==> src/rtl/descrambler_pkg.sv <==
// descrambler_pkg: scrambler polynomial constants shared by TX and RX, plus lock state encoding
package descrambler_pkg;
   localparam int SR_LEN = 20;
   localparam int TAP_A  = 2;
   localparam int TAP_B  = 19;
   localparam int FILL_W = $clog2(SR_LEN + 1);
   typedef enum logic {FLUSH = 1'b0, LOCK = 1'b1} lock_state_t;
endpackage

==> src/rtl/descrambler_if.sv <==
// descrambler_if: received bitstream in, descrambled bitstream and lock status out
interface descrambler_if;
   logic data_in;
   logic bit_stb;
   logic sync_clr;
   logic data_out;
   logic data_valid;
   logic locked;
   modport master (output data_in, bit_stb, sync_clr, input data_out, data_valid, locked);
   modport slave  (input data_in, bit_stb, sync_clr, output data_out, data_valid, locked);
endinterface

==> src/rtl/descrambler_strobe_watchdog.sv <==
// strobe_watchdog: pulses o_timeout after TIMEOUT consecutive clocks without a strobe
module strobe_watchdog #(
   parameter int TIMEOUT = 1024
) (
   input  logic i_clk,
   input  logic i_rst_n,
   input  logic i_stb,
   input  logic i_clr,
   output logic o_timeout
);
   localparam int W = $clog2(TIMEOUT);
   logic [W-1:0] r_idle;
   logic         w_expired;
   assign w_expired = r_idle == W'(TIMEOUT - 1);
   // a strobe arriving on the expiry cycle wins over the timeout
   assign o_timeout = w_expired && !i_stb && !i_clr;
   always_ff @(posedge i_clk or negedge i_rst_n) begin
      if (!i_rst_n)
         r_idle <= '0;
      else
         r_idle <= (i_stb || i_clr || w_expired) ? '0 : r_idle + 1'b1;
   end
endmodule

==> src/rtl/descrambler.sv <==
// descrambler: self-synchronising x^3+x^20 descrambler with flush/lock tracking
module descrambler
   import descrambler_pkg::*;
#(
   parameter int IDLE_TIMEOUT = 1024
) (
   input logic         CLK,
   input logic         RESET_N,
   descrambler_if.slave bus
);
   logic [SR_LEN-1:0] r_hist;
   logic [FILL_W-1:0] r_fill;
   lock_state_t       r_state;
   lock_state_t       w_state_nx;
   logic              r_data_out;
   logic              r_data_valid;
   logic              w_timeout;
   logic              w_clr;
   logic              w_shift;
   strobe_watchdog #(.TIMEOUT(IDLE_TIMEOUT)) u_watchdog (
      .i_clk     (CLK),
      .i_rst_n   (RESET_N),
      .i_stb     (bus.bit_stb),
      .i_clr     (bus.sync_clr),
      .o_timeout (w_timeout)
   );
   assign w_clr   = bus.sync_clr || w_timeout;
   assign w_shift = bus.bit_stb && !bus.sync_clr;
   always_comb begin
      w_state_nx = r_state;
      w_state_nx = w_clr ? FLUSH : (w_shift && r_fill == FILL_W'(SR_LEN - 1)) ? LOCK : r_state;
   end
   always_ff @(posedge CLK or negedge RESET_N) begin
      if (!RESET_N)
         r_state <= FLUSH;
      else
         r_state <= w_state_nx;
   end
   // valid only once the history holds SR_LEN real bits, judged before this strobe counts
   always_ff @(posedge CLK or negedge RESET_N) begin
      if (!RESET_N) begin
         r_hist       <= '0;
         r_fill       <= '0;
         r_data_out   <= 1'b0;
         r_data_valid <= 1'b0;
      end else begin
         r_data_valid <= w_shift && r_fill == FILL_W'(SR_LEN);
         if (w_clr) begin
            r_hist <= '0;
            r_fill <= '0;
         end else if (w_shift) begin
            r_hist     <= {r_hist[SR_LEN-2:0], bus.data_in};
            r_data_out <= ~(bus.data_in ^ r_hist[TAP_A] ^ r_hist[TAP_B]);
            if (r_fill != FILL_W'(SR_LEN))
               r_fill <= r_fill + 1'b1;
         end
      end
   end
   assign bus.data_out   = r_data_out;
   assign bus.data_valid = r_data_valid;
   assign bus.locked     = r_state == LOCK;
endmodule

==> src/flat_wrapper.sv <==
// flat-port wrapper written by rule: the top's interface ports become plain ports
module descrambler_flat import descrambler_pkg::*;
#(
   parameter int IDLE_TIMEOUT = 1024
)
  (CLK, RESET_N, bus_data_in, bus_bit_stb, bus_sync_clr, bus_data_out, bus_data_valid, bus_locked);
  descrambler_if bus_i ();
  input logic CLK;
  input logic RESET_N;
  input wire logic [$bits(bus_i.data_in)-1:0] bus_data_in;
  input wire logic [$bits(bus_i.bit_stb)-1:0] bus_bit_stb;
  input wire logic [$bits(bus_i.sync_clr)-1:0] bus_sync_clr;
  output wire logic [$bits(bus_i.data_out)-1:0] bus_data_out;
  output wire logic [$bits(bus_i.data_valid)-1:0] bus_data_valid;
  output wire logic [$bits(bus_i.locked)-1:0] bus_locked;
  assign bus_i.data_in = bus_data_in;
  assign bus_i.bit_stb = bus_bit_stb;
  assign bus_i.sync_clr = bus_sync_clr;
  assign bus_data_out = bus_i.data_out;
  assign bus_data_valid = bus_i.data_valid;
  assign bus_locked = bus_i.locked;
  descrambler #(.IDLE_TIMEOUT(IDLE_TIMEOUT)) u_core (.CLK(CLK), .RESET_N(RESET_N), .bus(bus_i));
endmodule
==> config.mk <==
export PLATFORM = sky130hd
export DESIGN_NAME = descrambler_flat
export DESIGN_NICKNAME = d
export VERILOG_FILES = /design/src/rtl/descrambler_pkg.sv /design/src/rtl/descrambler_if.sv /design/src/rtl/descrambler_strobe_watchdog.sv /design/src/rtl/descrambler.sv /design/src/flat_wrapper.sv
export SDC_FILE = /design/constraint.sdc
export NUM_CORES = 1
export LEC_CHECK = 0
export CAP_MARGIN = 5
export CORE_MARGIN = 2
export CORE_UTILIZATION = 50
export DETAILED_ROUTE_END_ITERATION = 16
export MAX_ROUTING_LAYER = met4
export PLACE_DENSITY_LB_ADDON = 0.08
export SLEW_MARGIN = 20
export SYNTH_ARGS = -nofsm -noshare
export SYNTH_HDL_FRONTEND = slang
export SYNTH_SLANG_ARGS = --single-unit
==> constraint.sdc <==
create_clock -name CLK -period 2.4 [get_ports CLK]
set_clock_uncertainty 0.1 [all_clocks]
set_input_delay 0.48 -clock CLK [delete_from_list [all_inputs] [get_ports CLK]]
set_output_delay 0.48 -clock CLK [all_outputs]
set_load 0.01 [all_outputs]
==> impl_metrics.ini <==
[sta]
min_period_ps = 1990
fin_tns_setup_ps = 0
timing.final.crit_share_pct = 82.9
rsz0062_at_grt = false
fmax_mhz = 502
slew_violations = 0
slew_headroom_pct = 68.4
tightest_slew_ps = 474
hold_violations = 0
setup_viol = 0

[critical_path]
reg2reg_depth = 5
r2r-start = u_core.u_watchdog.r_idle[0]
arrival_ps = 2160
rr_endpoint = u_core.r_fill[3]
critPathCaptureType = flip-flop
cp-start-kind = flip-flop
worst-setup-path-type = reg -> reg
rrSetupSlack_ps = 410
required_ps = 2570
worst-path-max-fanout = 7

[clock_network]
cts_resized = 0
clockBufferDepth = 2
htree_levels = 2
numCtsBuffers = 5
root_buffer = clkbuf_4
clk_latency_ps = 340
post_cts.repair.setup_buffers = 0
cts_sinks = 38
postCtsHoldBufs = 0
cts.reportedPaths.clkPinSlew_ps = 100
tritoncts = yes

[logic_synthesis]
yosys-top-cells-count = 38 x dfrtp_1, 20 x a22o_1, 11 x nor2_1
ys_warn_count = 0
avgSynthCellArea_um2 = 12.0
syn-num-nets = 141
synth_top_family_by_area = compound AO/OA/AOI/OAI gates
syn_area_mm2 = 0.00159
synth_xor_area_share_pct = 6.06
netlist.area_leader.share_pct = 59.8
synthSimpleGateAreaFrac_pct = 12.7
synth_edf_count = 0
syn-instance-count = 133
ys_types = 30
synth_area_leaders = dfrtp_1 60%, a22o_1 11%, xnor2_1 3.3%
yosysMostFrequentCell = dfrtp_1
synthMuxAreaShare_pct = 0
ys_seq_area_share_pct = 59.8
synthAdderAreaFrac_pct = 2.36
synthArstFlopShare_pct = 100
synth_compound_area_share_pct = 15.8
yosysTopAreaCell = dfrtp_1
synth_ff_type = dfrtp_1
synth_seq_cells = 38

[min_path]
hp-class = reg -> reg
hold_path_depth = 1
hold_end = u_core.u_watchdog.r_idle[0]
hold_start = u_core.u_watchdog.r_idle[0]

[grt]
track_usage_pct = 18.6
grt_pass1_vias = 1087
grt_overflow_total = 0
grt_max_degree = 39
antenna_found_initial = 0
grt_pass1_wl_mm = 4.75

[power_and_ir_drop]
power.density_mw_per_mm2 = 591
p_leak_nw = 0.801
vdd_drop_max_v = 0.000431

[floorplanning]
initial_utilization_pct = 52.5
die_x_um = 60.4
ioPinCount = 8
row_count = 20
dieArea_mm2 = 0.00365
core_area_mm2 = 0.00303
dieHeight_um = 60.4

[detailed_routing]
routedWlPerCell_um = 13.4
first_pass_iters = 4
drt_wl_total_mm = 2.56
vias = 1024
drc_errors = 0
antenna_left = 0
vias_per_cell = 5.36
first_iter_violations = 41

[cells_and_area]
diodes = 0
layout-drive-gt1-share_pct = 10.2
area_growth_pct = 12.1
fin_util_pct = 58.9
nFillCells = 262
finalNetCount = 154

[flow_run]
maxCapViolCount = 0

[placed_design]
gp_congestion = 0.794
dp_hpwl_mm = 1.66
io_buffers = 7

[run_status]
outcome = finished clean
==> power breakdown <==
group / internal, mW / leakage (nW) / switching [mW]
combinational: 0.0259 / 0.241 / 0.0403
sequential: 0.648 / 0.525 / 0.00719
clock: 0.142 / 0.0353 / 0.189
==> routing by layer <==
layer,GRT usage (%),wire length (um)
met5,-,0
met4,11.1,68
met3,4.48,78
met2,28.3,1220
met1,22.6,1190
==> layout by cell type (no fill, tap or decap), types with 2 or more instances in the layout <==
cell | Yosys | layout
a21oi_1 | 4 | 4
a22o_1 | 20 | 20
buf_4 | 0 | 5
clkbuf_4 | 0 | 5
clkdlybuf4s50_1 | 0 | 7
dfrtp_1 | 38 | 38
ha_1 | 3 | 3
inv_1 | 6 | 6
nand2_1 | 5 | 5
nand3_1 | 3 | 3
nand3b_1 | 2 | 2
nor2_1 | 11 | 11
nor3_1 | 2 | 2
o21ai_0 | 5 | 5
o31ai_1 | 2 | 2
or3_1 | 2 | 2
xnor2_1 | 6 | 6
xor2_1 | 5 | 5
==> final cells by class <==
type / instances / area (um^2) / area share (%)
Tap cell: 44 / 55.1 / 3.09
Clock buffer: 7 / 55.1 / 3.09
Sequential cell: 38 / 951 / 53.3
Timing Repair Buffer: 12 / 108 / 6.04
Inverter: 6 / 22.5 / 1.26
Multi-Input combinational cell: 83 / 587 / 32.9
Clock inverter: 1 / 5.00 / 0.281
==> critical path, stage by stage, from the launching register on <==
cell	delay, ps
dfrtp_1	400
ha_1	210
nand3_2	140
o31a_1	400
or4_1	520
a21oi_1	150
==> cells by family (layout without fill, tap and decap cells) <==
logic type                 count (synthesis)  after routing
and+or+nand+nor                           36             36
adders and majority gates                  3              3
AOI/OAI and AO/OA                         33             33
xor gates and xnor gates                  11             11
buffers and inverters                     12             26
DFF                                       38             38
==> state kept, by name, indices dropped and copies added (netlist names) <==
register and cells:
u_core.bus.locked 1, u_core.u_watchdog.r_idle 10, u_core.r_fill 5, u_core.bus.data_out 1
u_core.bus.data_valid 1, u_core.r_hist 20
==> per-stage QoR <==
stage          power [mW]  instance area, um^2  instances  setup WS (ps)  hold slack (ps)
2_1_floorplan       0.698                 1590        133            495             84.4
3_3_place_gp        0.735                 1720        183            305              372
3_5_place_dp        0.736                 1720        183            282              379
4_1_cts              1.08                 1780        191            388              393
5_1_grt              1.12                 1780        191            254              427
6_report             1.05                 1780        191            410              390
==> worst max-delay path by stage <==
stage,slack (ps),depth (start not counted),end,start
finish,410,5,u_core.r_fill[3],u_core.u_watchdog.r_idle[0]
global route,250,5,u_core.r_fill[3],u_core.u_watchdog.r_idle[0]
CTS,390,5,u_core.r_fill[3],u_core.u_watchdog.r_idle[0]
detailed placement,280,5,u_core.r_fill[3],bus_bit_stb
global placement,310,5,u_core.r_fill[3],bus_bit_stb
floorplan,500,6,u_core.r_fill[3],u_core.u_watchdog.r_idle[0]
Power figures use the tool's default switching activity.
